`config.mk`:
```
export PLATFORM = sky130hd
export DESIGN_NAME = reg_writeback_ctrl
export DESIGN_NICKNAME = d
export VERILOG_FILES = /design/src/rtl/reg_wb_pkg.sv /design/src/rtl/reg_writeback_ctrl_fifo.sv /design/src/rtl/reg_writeback_ctrl.sv
export SDC_FILE = /design/constraint.sdc
export NUM_CORES = 1
export LEC_CHECK = 0
export BUFFER_PORTS_ARGS = -buffer_cell sky130_fd_sc_hd__buf_2
export CORE_ASPECT_RATIO = 0.6
export CORE_MARGIN = 2
export CORE_UTILIZATION = 45
export CTS_CLUSTER_DIAMETER = 50
export DETAILED_ROUTE_END_ITERATION = 12
export PLACE_DENSITY = 0.66
export SYNTH_ARGS = -nofsm -noshare
export SYNTH_HDL_FRONTEND = slang
export SYNTH_SLANG_ARGS = --single-unit
```
`constraint.sdc`:
```
create_clock -name clk -period 8 [get_ports clk]
set_input_delay 0 -clock clk [delete_from_list [all_inputs] [get_ports clk]]
set_output_delay 0 -clock clk [all_outputs]
set_load 0.03 [all_outputs]
```
`src/rtl/reg_wb_pkg.sv`:
```
// Shared widths, the queue entry type and small helpers for the
// register-file writeback controller.
package reg_wb_pkg;

    localparam int unsigned DATA_W = 16;
    localparam int unsigned ADDR_W = 4;
    localparam int unsigned NREGS  = 2 ** ADDR_W;

    typedef struct packed {
        logic [ADDR_W-1:0] dest;
        logic [DATA_W-1:0] data;
    } wb_entry_t;

    // How the two head entries are presented on the write ports this cycle.
    typedef enum logic [1:0] {
        DRAIN_NONE,
        DRAIN_ONE,
        DRAIN_PAIR,
        DRAIN_MERGE
    } drain_e;

    function automatic logic [NREGS-1:0] reg_onehot(input logic [ADDR_W-1:0] r);
        return NREGS'(1) << r;
    endfunction

endpackage

```
`src/rtl/reg_writeback_ctrl_fifo.sv`:
```
// Circular writeback queue: ordered dual push, dual pop, peek of the two
// oldest entries and a per-slot valid vector for the pending scoreboard.
module wb_fifo
    import reg_wb_pkg::*;
#(
    parameter int unsigned DEPTH = 4
) (
    input  logic                  clk,
    input  logic                  rst,
    input  logic [1:0]            i_push_n,
    input  wb_entry_t             i_wdata0,
    input  wb_entry_t             i_wdata1,
    input  logic [1:0]            i_pop_n,
    output wb_entry_t             o_h0,
    output wb_entry_t             o_h1,
    output logic [$clog2(DEPTH):0] o_count,
    output logic [DEPTH-1:0]      o_valid,
    output wb_entry_t             o_entries [DEPTH]
);

    localparam int unsigned PTR_W = $clog2(DEPTH);
    localparam int unsigned CNT_W = $clog2(DEPTH) + 1;

    wb_entry_t        r_mem [DEPTH];
    logic [PTR_W-1:0] r_wr_ptr;
    logic [PTR_W-1:0] r_rd_ptr;
    logic [CNT_W-1:0] r_count;
    logic [PTR_W-1:0] w_wr_ptr1;
    logic [PTR_W-1:0] w_rd_ptr1;

    assign w_wr_ptr1 = r_wr_ptr + PTR_W'(1);
    assign w_rd_ptr1 = r_rd_ptr + PTR_W'(1);

    // Storage write: first pushed entry lands at the tail, second right after it.
    always_ff @(posedge clk) begin
        if (i_push_n != 2'd0) begin
            r_mem[r_wr_ptr] <= i_wdata0;
        end
        if (i_push_n == 2'd2) begin
            r_mem[w_wr_ptr1] <= i_wdata1;
        end
    end

    // Pointer and occupancy update; pointers wrap naturally since DEPTH is a power of 2.
    always_ff @(posedge clk) begin
        if (rst) begin
            r_wr_ptr <= '0;
            r_rd_ptr <= '0;
            r_count  <= '0;
        end else begin
            r_wr_ptr <= r_wr_ptr + PTR_W'(i_push_n);
            r_rd_ptr <= r_rd_ptr + PTR_W'(i_pop_n);
            r_count  <= r_count + CNT_W'(i_push_n) - CNT_W'(i_pop_n);
        end
    end

    // A slot is live when its distance from the head is below the occupancy.
    always_comb begin
        o_valid = '0;
        for (int unsigned i = 0; i < DEPTH; i++) begin
            logic [PTR_W-1:0] w_off;
            w_off      = PTR_W'(i) - r_rd_ptr;
            o_valid[i] = CNT_W'(w_off) < r_count;
            o_entries[i] = r_mem[i];
        end
    end

    assign o_h0    = r_mem[r_rd_ptr];
    assign o_h1    = r_mem[w_rd_ptr1];
    assign o_count = r_count;

endmodule

```
`src/rtl/reg_writeback_ctrl.sv`:
```
// Writeback initiator for the dual-write-port register file: accepts results
// from two producers in program order, drains up to two per cycle with
// same-register coalescing, and exports a pending-write scoreboard.
module reg_writeback_ctrl
    import reg_wb_pkg::*;
#(
    parameter int unsigned DEPTH = 4
) (
    input  logic                   clk,
    input  logic                   rst,
    input  logic                   a_valid,
    output logic                   a_ready,
    input  logic [ADDR_W-1:0]      a_reg,
    input  logic [DATA_W-1:0]      a_data,
    input  logic                   b_valid,
    output logic                   b_ready,
    input  logic [ADDR_W-1:0]      b_reg,
    input  logic [DATA_W-1:0]      b_data,
    output logic [ADDR_W-1:0]      WriteReg1,
    output logic [ADDR_W-1:0]      WriteReg2,
    output logic [DATA_W-1:0]      WriteData1,
    output logic [DATA_W-1:0]      WriteData2,
    output logic                   WriteEnable,
    output logic [NREGS-1:0]       pending,
    output logic [$clog2(DEPTH):0] count
);

    localparam int unsigned CNT_W = $clog2(DEPTH) + 1;

    wb_entry_t        w_h0;
    wb_entry_t        w_h1;
    wb_entry_t        w_wdata0;
    wb_entry_t        w_wdata1;
    wb_entry_t        w_entries [DEPTH];
    logic [DEPTH-1:0] w_valid;
    logic [CNT_W-1:0] w_count;
    logic [CNT_W-1:0] w_free;
    logic             w_a_acc;
    logic             w_b_acc;
    logic [1:0]       w_push_n;
    logic [1:0]       w_pop_n;
    drain_e           w_mode;

    logic [ADDR_W-1:0] r_reg1;
    logic [ADDR_W-1:0] r_reg2;
    logic [DATA_W-1:0] r_data1;
    logic [DATA_W-1:0] r_data2;
    logic              r_we;
    logic [NREGS-1:0]  w_pending;

    wb_fifo #(
        .DEPTH (DEPTH)
    ) u_fifo (
        .clk       (clk),
        .rst       (rst),
        .i_push_n  (w_push_n),
        .i_wdata0  (w_wdata0),
        .i_wdata1  (w_wdata1),
        .i_pop_n   (w_pop_n),
        .o_h0      (w_h0),
        .o_h1      (w_h1),
        .o_count   (w_count),
        .o_valid   (w_valid),
        .o_entries (w_entries)
    );

    // Ready depends only on registered occupancy; a same-cycle drain earns no credit.
    always_comb begin
        w_free  = CNT_W'(DEPTH) - w_count;
        a_ready = w_free >= CNT_W'(1);
        b_ready = a_valid ? (w_free >= CNT_W'(2)) : (w_free >= CNT_W'(1));
    end

    // Compact accepted results so the older one (A) always goes in first.
    always_comb begin
        w_a_acc  = a_valid && a_ready;
        w_b_acc  = b_valid && b_ready;
        w_push_n = {1'b0, w_a_acc} + {1'b0, w_b_acc};
        w_wdata0 = w_a_acc ? '{dest: a_reg, data: a_data} : '{dest: b_reg, data: b_data};
        w_wdata1 = '{dest: b_reg, data: b_data};
    end

    // Choose the drain shape from the start-of-cycle queue state.
    always_comb begin
        w_mode  = DRAIN_NONE;
        w_pop_n = 2'd0;
        if (w_count == CNT_W'(1)) begin
            w_mode  = DRAIN_ONE;
            w_pop_n = 2'd1;
        end else if (w_count >= CNT_W'(2)) begin
            w_mode  = (w_h0.dest == w_h1.dest) ? DRAIN_MERGE : DRAIN_PAIR;
            w_pop_n = 2'd2;
        end
    end

    // Registered write ports; a same-register pair carries the younger value on both ports.
    always_ff @(posedge clk) begin
        if (rst) begin
            r_we    <= 1'b0;
            r_reg1  <= '0;
            r_reg2  <= '0;
            r_data1 <= '0;
            r_data2 <= '0;
        end else begin
            unique case (w_mode)
                DRAIN_ONE: begin
                    r_we    <= 1'b1;
                    r_reg1  <= w_h0.dest;
                    r_reg2  <= w_h0.dest;
                    r_data1 <= w_h0.data;
                    r_data2 <= w_h0.data;
                end
                DRAIN_PAIR: begin
                    r_we    <= 1'b1;
                    r_reg1  <= w_h0.dest;
                    r_reg2  <= w_h1.dest;
                    r_data1 <= w_h0.data;
                    r_data2 <= w_h1.data;
                end
                DRAIN_MERGE: begin
                    r_we    <= 1'b1;
                    r_reg1  <= w_h1.dest;
                    r_reg2  <= w_h1.dest;
                    r_data1 <= w_h1.data;
                    r_data2 <= w_h1.data;
                end
                default: begin
                    r_we    <= 1'b0;
                    r_reg1  <= '0;
                    r_reg2  <= '0;
                    r_data1 <= '0;
                    r_data2 <= '0;
                end
            endcase
        end
    end

    // Scoreboard: every queued destination plus whatever is on the ports this cycle.
    always_comb begin
        w_pending = '0;
        for (int unsigned i = 0; i < DEPTH; i++) begin
            if (w_valid[i]) begin
                w_pending = w_pending | reg_onehot(w_entries[i].dest);
            end
        end
        if (r_we) begin
            w_pending = w_pending | reg_onehot(r_reg1) | reg_onehot(r_reg2);
        end
    end

    assign WriteEnable = r_we;
    assign WriteReg1   = r_reg1;
    assign WriteReg2   = r_reg2;
    assign WriteData1  = r_data1;
    assign WriteData2  = r_data2;
    assign pending     = w_pending;
    assign count       = w_count;

endmodule

```
==> flow_summary_export.csv, run 1 <==
group,metric,value,unit
timing,rsz0062_at_grt,"no",
yosys,synthesis.nets,686,
worst_setup_path,crit_required,8.15,ns
clock_network,cts_resized,0,
timing,hold_violations,0,
floorplanning,rows,36,
layout,nets,836,
yosys,yosys_register_bits,128,
worst_setup_path,crit_top_cell,"ha_1",
layout,final_util,57.8,%
timing,slew_headroom,22.1,%
layout,antenna_cells,0,
layout,areaGrowthSynthToFinish,26.2,%
timing,min_period,4.26,ns
hold_path,min_to,"WriteData2[3]",
floorplanning,die_y,103,um
yosys,yosys.area.top_type_share,32.4,%
hold_path,holdPathStages,2,
floorplanning,core-area,16200,um2
yosys,ys.flop_type,"edfxtp_1",
worst_setup_path,r2r_slack,3.74,ns
grt,grt_max_degree,49,
hold_path,hp-start,"rst",
yosys,syn_avg_cell_area,11.9,um2
worst_setup_path,cpPeakStageDelay,0.87,ns
drt,ant_nets,0,
clock_network,cts.sinks,128,
place,place_hpwl,14500,um
drt,vias,5953,
floorplanning,dieArea,17600,um2
run,maxCapViolCount,0,
worst_setup_path,slowest_stage,"nand2_1",
yosys,yosysWarnings,0,
clock_network,cts_max_level,4,
timing,post-route-period-util,53.3,%
timing,skew,0.0114,ns
yosys,synth_edf_count,80,
clock_network,cts_tree,"yes",
yosys,netlist_top_cells_area,"edfxtp_1 32%, dfxtp_1 13%, mux2_2 12%",
yosys,yosys-top-cells-count,"80 x edfxtp_1, 79 x mux2_2, 66 x nor2_1, 48 x dfxtp_1, 40 x a22oi_1",
grt,grt_pass1_wl,33600,um
timing,max_freq,0.235,GHz
pwr,p_leak,3.56,nW
yosys,synth_cells,623,
worst_setup_path,worstSetupStartpointType,"flop",
yosys,synth_area_leader_cell,"edfxtp_1",
grt,grt_use_total,25.6,%
outcome,outcome,"finished clean",
drt,dr.pass1.iters,5,
pwr,power_density,449,nW/um2
pwr,total_power,0.00420,W
worst_setup_path,critPathArrivalTime,4.41,ns
timing,worst_slew_pin_slew,1.17,ns
yosys,yosysMostFrequentCell,"edfxtp_1",
floorplanning,die_x,170,um
place,port_buffers,105,
worst_setup_path,cp-end-kind,"flop",
clock_network,clockBufferDepth,2,
drt,wl,22000,um
floorplanning,start_util,45.8,%
drt,via_per_inst,5.98,
yosys,synth.cell_area,7410,um2
place,pre_cts_ws,4.39,ns
worst_setup_path,crit_path_start,"u_fifo.o_count[1]",
clock_network,clk_pin_slew,0.06,ns
worst_setup_path,r2r_end,"u_fifo.r_mem[0][16]",
worst_setup_path,crit_chain,"inv_1 > ha_1 > xor2_1 > nor2_1 > a21boi_2 > ha_1 > nand3_1 > nand2_1 > mux2_2 > dlygate4sd3_1",
timing,layout_setup_ws,3.74,ns
timing,slew_violations,0,
place,gp_congestion,0.890,
clock_network,cts_root_buf,"clkbuf_16",
yosys,async_flop_share,0,%
clock_network,numCtsBuffers,17,
drt,drt_iter0_drc,692,
timing,tns,0,ns
worst_setup_path,timing.rr.start,"u_fifo.o_count[1]",
grt,grt_overflow,0,
pwr,ir_drop,0.367,mV
grt,antenna_found_initial,0,
layout,drive_gt1_share,36.0,%
hold_path,hold_class,"in2reg",
yosys,ys_seq_area_share,45.4,%
grt,grt_pass1_vias,5840,
yosys,yosys.cell_types.count,48,
worst_setup_path,rr_worst_depth,10,
worst_setup_path,critPathKind,"reg2reg",
floorplanning,io-pin-count,106,
timing,finalSetupViolations,0,
drt,wire_per_inst,22.1,um
drt,drc_errors,0,
clock_network,clk_latency,0.41,ns
worst_setup_path,crit_fanout,20,
==> power breakdown <==
part	switching (W)	total [W]	internal, W	leakage [nW]
logic	0.00125	0.00215	0.000898	2.13
registers	0.000257	0.00125	0.000995	1.14
clock network	0.000302	0.000805	0.000503	0.294
total	0.00181	0.00420	0.00240	3.56
==> timing repair <==
action,in CTS,in global routing
endpoints found under the hold margin,80,0
endpoints found under the setup margin,0,0
hold buffers,60,0
setup buffers,0,0
==> kinds of logic (layout without fill, tap and decap cells) <==
group                      after synthesis  in the layout  synth area share (%)
muxes                                  120            120                  24.4
AOI/OAI and AO/OA                      116            116                  10.8
DFF                                    128            128                  45.4
and+or+nand+nor                        164            164                  10.5
xor gates and xnor gates                17             17                  2.01
adders and majority gates               19             19                  3.41
buffers and inverters                   59            222                  3.51
==> cells in the final DEF, fill, tap and decap left out, types with 16 or more instances in the layout <==
cell type / n
or3_1: 18
nand2b_1: 16
buf_2: 105
dfxtp_1: 46
mux2_2: 79
o22ai_1: 20
mux4_2: 39
dlygate4sd3_1: 60
nand2_1: 24
edfxtp_1: 80
nor2_1: 66
o21ai_0: 20
a22oi_1: 40
ha_1: 17
clkbuf_16: 17
==> worst max path at each step <==
stage / end / cells after the start
after global placement: u_fifo.r_mem[0][14] / 11
after floorplan: u_fifo.r_mem[1][0] / 8
after CTS: u_fifo.r_mem[0][16] / 10
final: u_fifo.r_mem[0][16] / 10
after global routing: u_fifo.r_mem[0][16] / 10
after detailed placement: u_fifo.r_mem[0][7] / 9
==> sequential cells by signal, summed over array words and instances, names as in the netlist <==
signal	count
u_fifo.r_mem	80
WriteData1	16
WriteData2	16
WriteReg1	4
WriteReg2	4
u_fifo.o_count	3
u_fifo.r_rd_ptr	2
u_fifo.r_wr_ptr	2
WriteEnable	1
==> through the flow <==
step / hold WS [ns] / cell area [um2] / cells
global placement: 0.332 / 8130 / 903
global route: 0.143 / 9350 / 995
CTS: 0.116 / 9350 / 995
floorplan: 0.201 / 7410 / 623
finish: 0.124 / 9350 / 995
detailed placement: 0.339 / 8130 / 903
==> final cells by class <==
cell class | instances | area [um2]
Fill cell | 1323 | 6820
Multi-Input combinational cell | 436 | 3850
Sequential cell | 128 | 3370
Timing Repair Buffer | 175 | 1200
Clock buffer | 18 | 439
Tap cell | 209 | 262
Clock inverter | 14 | 179
Inverter | 15 | 56.3
==> worst max-delay path, delay by kind of cell, from the launching register on <==
family,cells,cell delay (ns)
mux,1,0.43
simple gates,3,1.17
compound gates,1,0.33
flops,1,0.51
fa+ha+maj,2,0.56
xor+xnor,1,0.16
buf+inv,2,0.81
==> routing by layer <==
metal / vias up / track usage [%] / wire length, um
li1: 2694 / - / -
met1: 2946 / 39.3 / 10500
met2: 296 / 37.1 / 9350
met3: 17 / 5.33 / 1990
met4: 0 / 6.31 / 148
met5: - / 0 / 0
Power figures use the tool's default switching activity.
==> inputs of run 2 (changes only) <==
- ABC_AREA: not set -> 1
- clock period: 8 -> 4.2 ns (I/O delays scaled with it)
==> run 2 against run 1 <==
  * Register-to-register slack got worse by 2.8 ns
  * Highest routed layer unchanged
  * Setup slack got worse by 2.8 ns
  * Routed wire length rose by 28%
  * Worst hold slack got worse by 0.11 ns
  * Clock power rose by 79%
  * Synthesized cell count rose by 80%
  * Combinational power rose by 120%
  * Sequential share of layout area fell by 1.3 points
  * Total power rose by 110%
  * Non-clock buffer count fell by 46
  * Global-route usage rose by 2.6 points
  * Critical path depth rose by 7
==> flow_summary_export.csv, run 2 <==
group,metric,value,unit
pwr,p_switching,0.00447,W
layout,final_cell_mix,"184 x nand2_1, 169 x nand3_1, 121 x inv_1, 105 x buf_2, 80 x edfxtp_1",
yosys,synth_cells,1121,
worst_setup_path,crit_chain,"inv_1 > ha_1 > inv_1 > nand2_1 > nand2_1 > nor2_2 > nand3_2 > buf_4 > nand2_4 > inv_1 > ha_1 > inv_1 > fa_1 > fa_1 > xor2_1 > inv_1 > nor2_1",
layout,largest_register_ffs,80,
drt,ant_nets,0,
timing,max_freq,0.304,GHz
yosys,yosysWarnings,0,
floorplanning,core-area,18200,um2
worst_setup_path,crit_fanout,22,
worst_setup_path,critPathKind,"reg2reg",
worst_setup_path,slowest_stage,"fa_1",
layout,areaGrowthSynthToFinish,15.3,%
yosys,syn_avg_cell_area,7.50,um2
layout,drive_gt1_share,17.3,%
outcome,outcome,"finished clean",
timing,min_period,3.29,ns
worst_setup_path,crit_required,4.48,ns
grt,antenna_found_initial,0,
floorplanning,die_y,110,um
clock_network,post_cts_buffers,0,
hold_path,hold_class,"in2reg",
clock_network,cts_tree,"yes",
layout,regMostFlops,"u_fifo.r_mem",
floorplanning,rows,38,
pwr,internal-power,0.00433,W
pwr,power_density,908,nW/um2
worst_setup_path,crit_top_cell,"inv_1",
place,pre_cts_ws,0.899,ns
yosys,synth.cell_area,8410,um2
drt,dr.pass1.iters,6,
clock_network,cts_hold_buf,0,
yosys,yosys-top-cells-count,"184 x nand2_1, 169 x nand3_1, 121 x inv_1, 80 x edfxtp_1, 74 x a21oi_1",
drt,via_per_inst,5.88,
yosys,async_flop_share,0,%
floorplanning,io-pin-count,106,
yosys,synth_area_leader_cell,"edfxtp_1",
clock_network,clk_pin_slew,0.06,ns
drt,drc_errors,0,
timing,skew,0.0112,ns
timing,worst_slew_pin_slew,0.861,ns
yosys,yosys.cell_types.count,36,
pwr,clockPowerShare,16.3,%
place,place_hpwl,20800,um
yosys,yosys_register_bits,128,
clock_network,cts_resized,0,
worst_setup_path,worstSetupStartpointType,"flop",
yosys,ys_seq_area_share,40.0,%
layout,nets,1261,
yosys,yosysMostFrequentCell,"nand2_1",
timing,hold_violations,0,
grt,grt_overflow,0,
floorplanning,die_x,180,um
drt,wl,28000,um
yosys,yosys.area.top_type_share,28.6,%
yosys,synth_edf_count,80,
worst_setup_path,critPathArrivalTime,3.57,ns
timing,slew_headroom,42.6,%
yosys,ys.flop_type,"edfxtp_1",
pwr,ir_drop,0.362,mV
timing,layout_setup_ws,0.907,ns
timing,rsz0062_at_grt,"no",
clock_network,cts_root_buf,"clkbuf_16",
floorplanning,dieArea,19800,um2
timing,tns,0,ns
worst_setup_path,cpPeakStageDelay,0.47,ns
run,maxCapViolCount,0,
worst_setup_path,cp-end-kind,"flop",
clock_network,clockBufferDepth,2,
pwr,switching_share,50.8,%
clock_network,clk_latency,0.42,ns
pwr,p_seq_share,29.0,%
timing,slew_violations,0,
timing,finalSetupViolations,0,
drt,vias,8532,
grt,grt_max_degree,42,
place,port_buffers,105,
pwr,p_leak,4.40,nW
yosys,synthesis.nets,1184,
yosys,netlist_top_cells_area,"edfxtp_1 29%, dfxtp_1 11%, nand3_1 10%",
grt,grt_pass1_vias,6986,
grt,grt_pass1_wl,42200,um
drt,drt_iter0_drc,1274,
floorplanning,start_util,46.3,%
clock_network,numCtsBuffers,17,
clock_network,cts_max_level,4,
layout,final_common_cell,"nand2_1",
pwr,combPwrFrac,54.6,%
place,gp_congestion,0.945,
clock_network,cts.sinks,128,
grt,grt_use_total,28.2,%
drt,wire_per_inst,19.3,um
layout,antenna_cells,0,
timing,post-route-period-util,78.4,%
-- run 2: cell count changes after synthesis, sizes merged, moves of 70 or more --
cell and delta:
nand2 +181, nand3 +164, inv +111, mux2 -80
a21oi +70, o21ai +70
-- run 2: power by group through the flow --
stage	combinational, W	sequential (W)	clock [W]
final	0.00481	0.00256	0.00144
after CTS	0.00472	0.00251	0.00144
after floorplan	0.00325	0.00252	0
after detailed placement	0.00469	0.00253	0
after global routing	0.00530	0.00259	0.00149
after global placement	0.00465	0.00253	0
-- run 2: kinds of logic (layout without fill, tap and decap cells) --
group                    after synthesis  in the layout  synth area share, %
AO/OA/AOI/OAI                        216            216                 14.1
AND/OR/NAND/NOR                      557            557                 33.0
adder cells (fa/ha/maj)               19             19                 3.01
flip-flops                           128            128                 40.0
XOR/XNOR                               4              4                0.417
buffers and inverters                197            286                 9.51
-- run 2: per-stage QoR --
| stage | cells | cell area, um2 | util, % | hold slack, ns | total power [W] |
|---|---|---|---|---|---|
| finish | 1450 | 9690 | 53.4 | 0.0111 | 0.00880 |
| global route | 1450 | 9690 | 53.4 | 0.0246 | 0.00938 |
| floorplan | 1121 | 8410 | - | 0.220 | 0.00576 |
| CTS | 1450 | 9690 | 53.4 | 0.00505 | 0.00867 |
| global placement | 1419 | 9130 | 50.3 | 0.419 | 0.00718 |
| detailed placement | 1419 | 9130 | 50.3 | 0.425 | 0.00723 |
-- run 2: final timing paths --
path                                    startpoint                  end  slack [ns]  cells past startpoint
worst max-delay path             u_fifo.o_count[1]    u_fifo.o_count[2]        0.91                     17
worst min register to register  u_fifo.r_mem[1][2]        WriteData2[2]        0.69                      3
worst min-delay path                    b_data[15]  u_fifo.r_mem[2][15]        0.01                      3
worst max register to register   u_fifo.o_count[1]    u_fifo.o_count[2]        0.91                     17
-- run 2: cell type report --
type / instances / area (um2)
fillers: 1728 / 8470
multi-input cells: 796 / 4290
flip-flops and latches: 128 / 3360
repair buffers: 129 / 706
inverters: 126 / 473
clock buffers: 21 / 440
well taps: 240 / 300
clock inverters: 10 / 119
-- run 2: critical path, delay by kind of cell, from the launching register on --
kind	cells	cell delay, ns
AND/OR/NAND/NOR	6	0.35
flip-flops	1	0.43
XOR/XNOR	1	0.17
adder cells (fa/ha/maj)	4	1.42
buffers and inverters	6	0.79
-- run 2: layer usage --
| layer | part of all wire (%) | global-route usage (%) | up-vias |
|---|---|---|---|
| li1 | - | - | 4047 |
| met1 | 49 | 47.8 | 3862 |
| met2 | 33 | 31.2 | 607 |
| met3 | 17 | 11.4 | 16 |
| met4 | 0.44 | 3.74 | 0 |
| met5 | 0 | 0 | - |
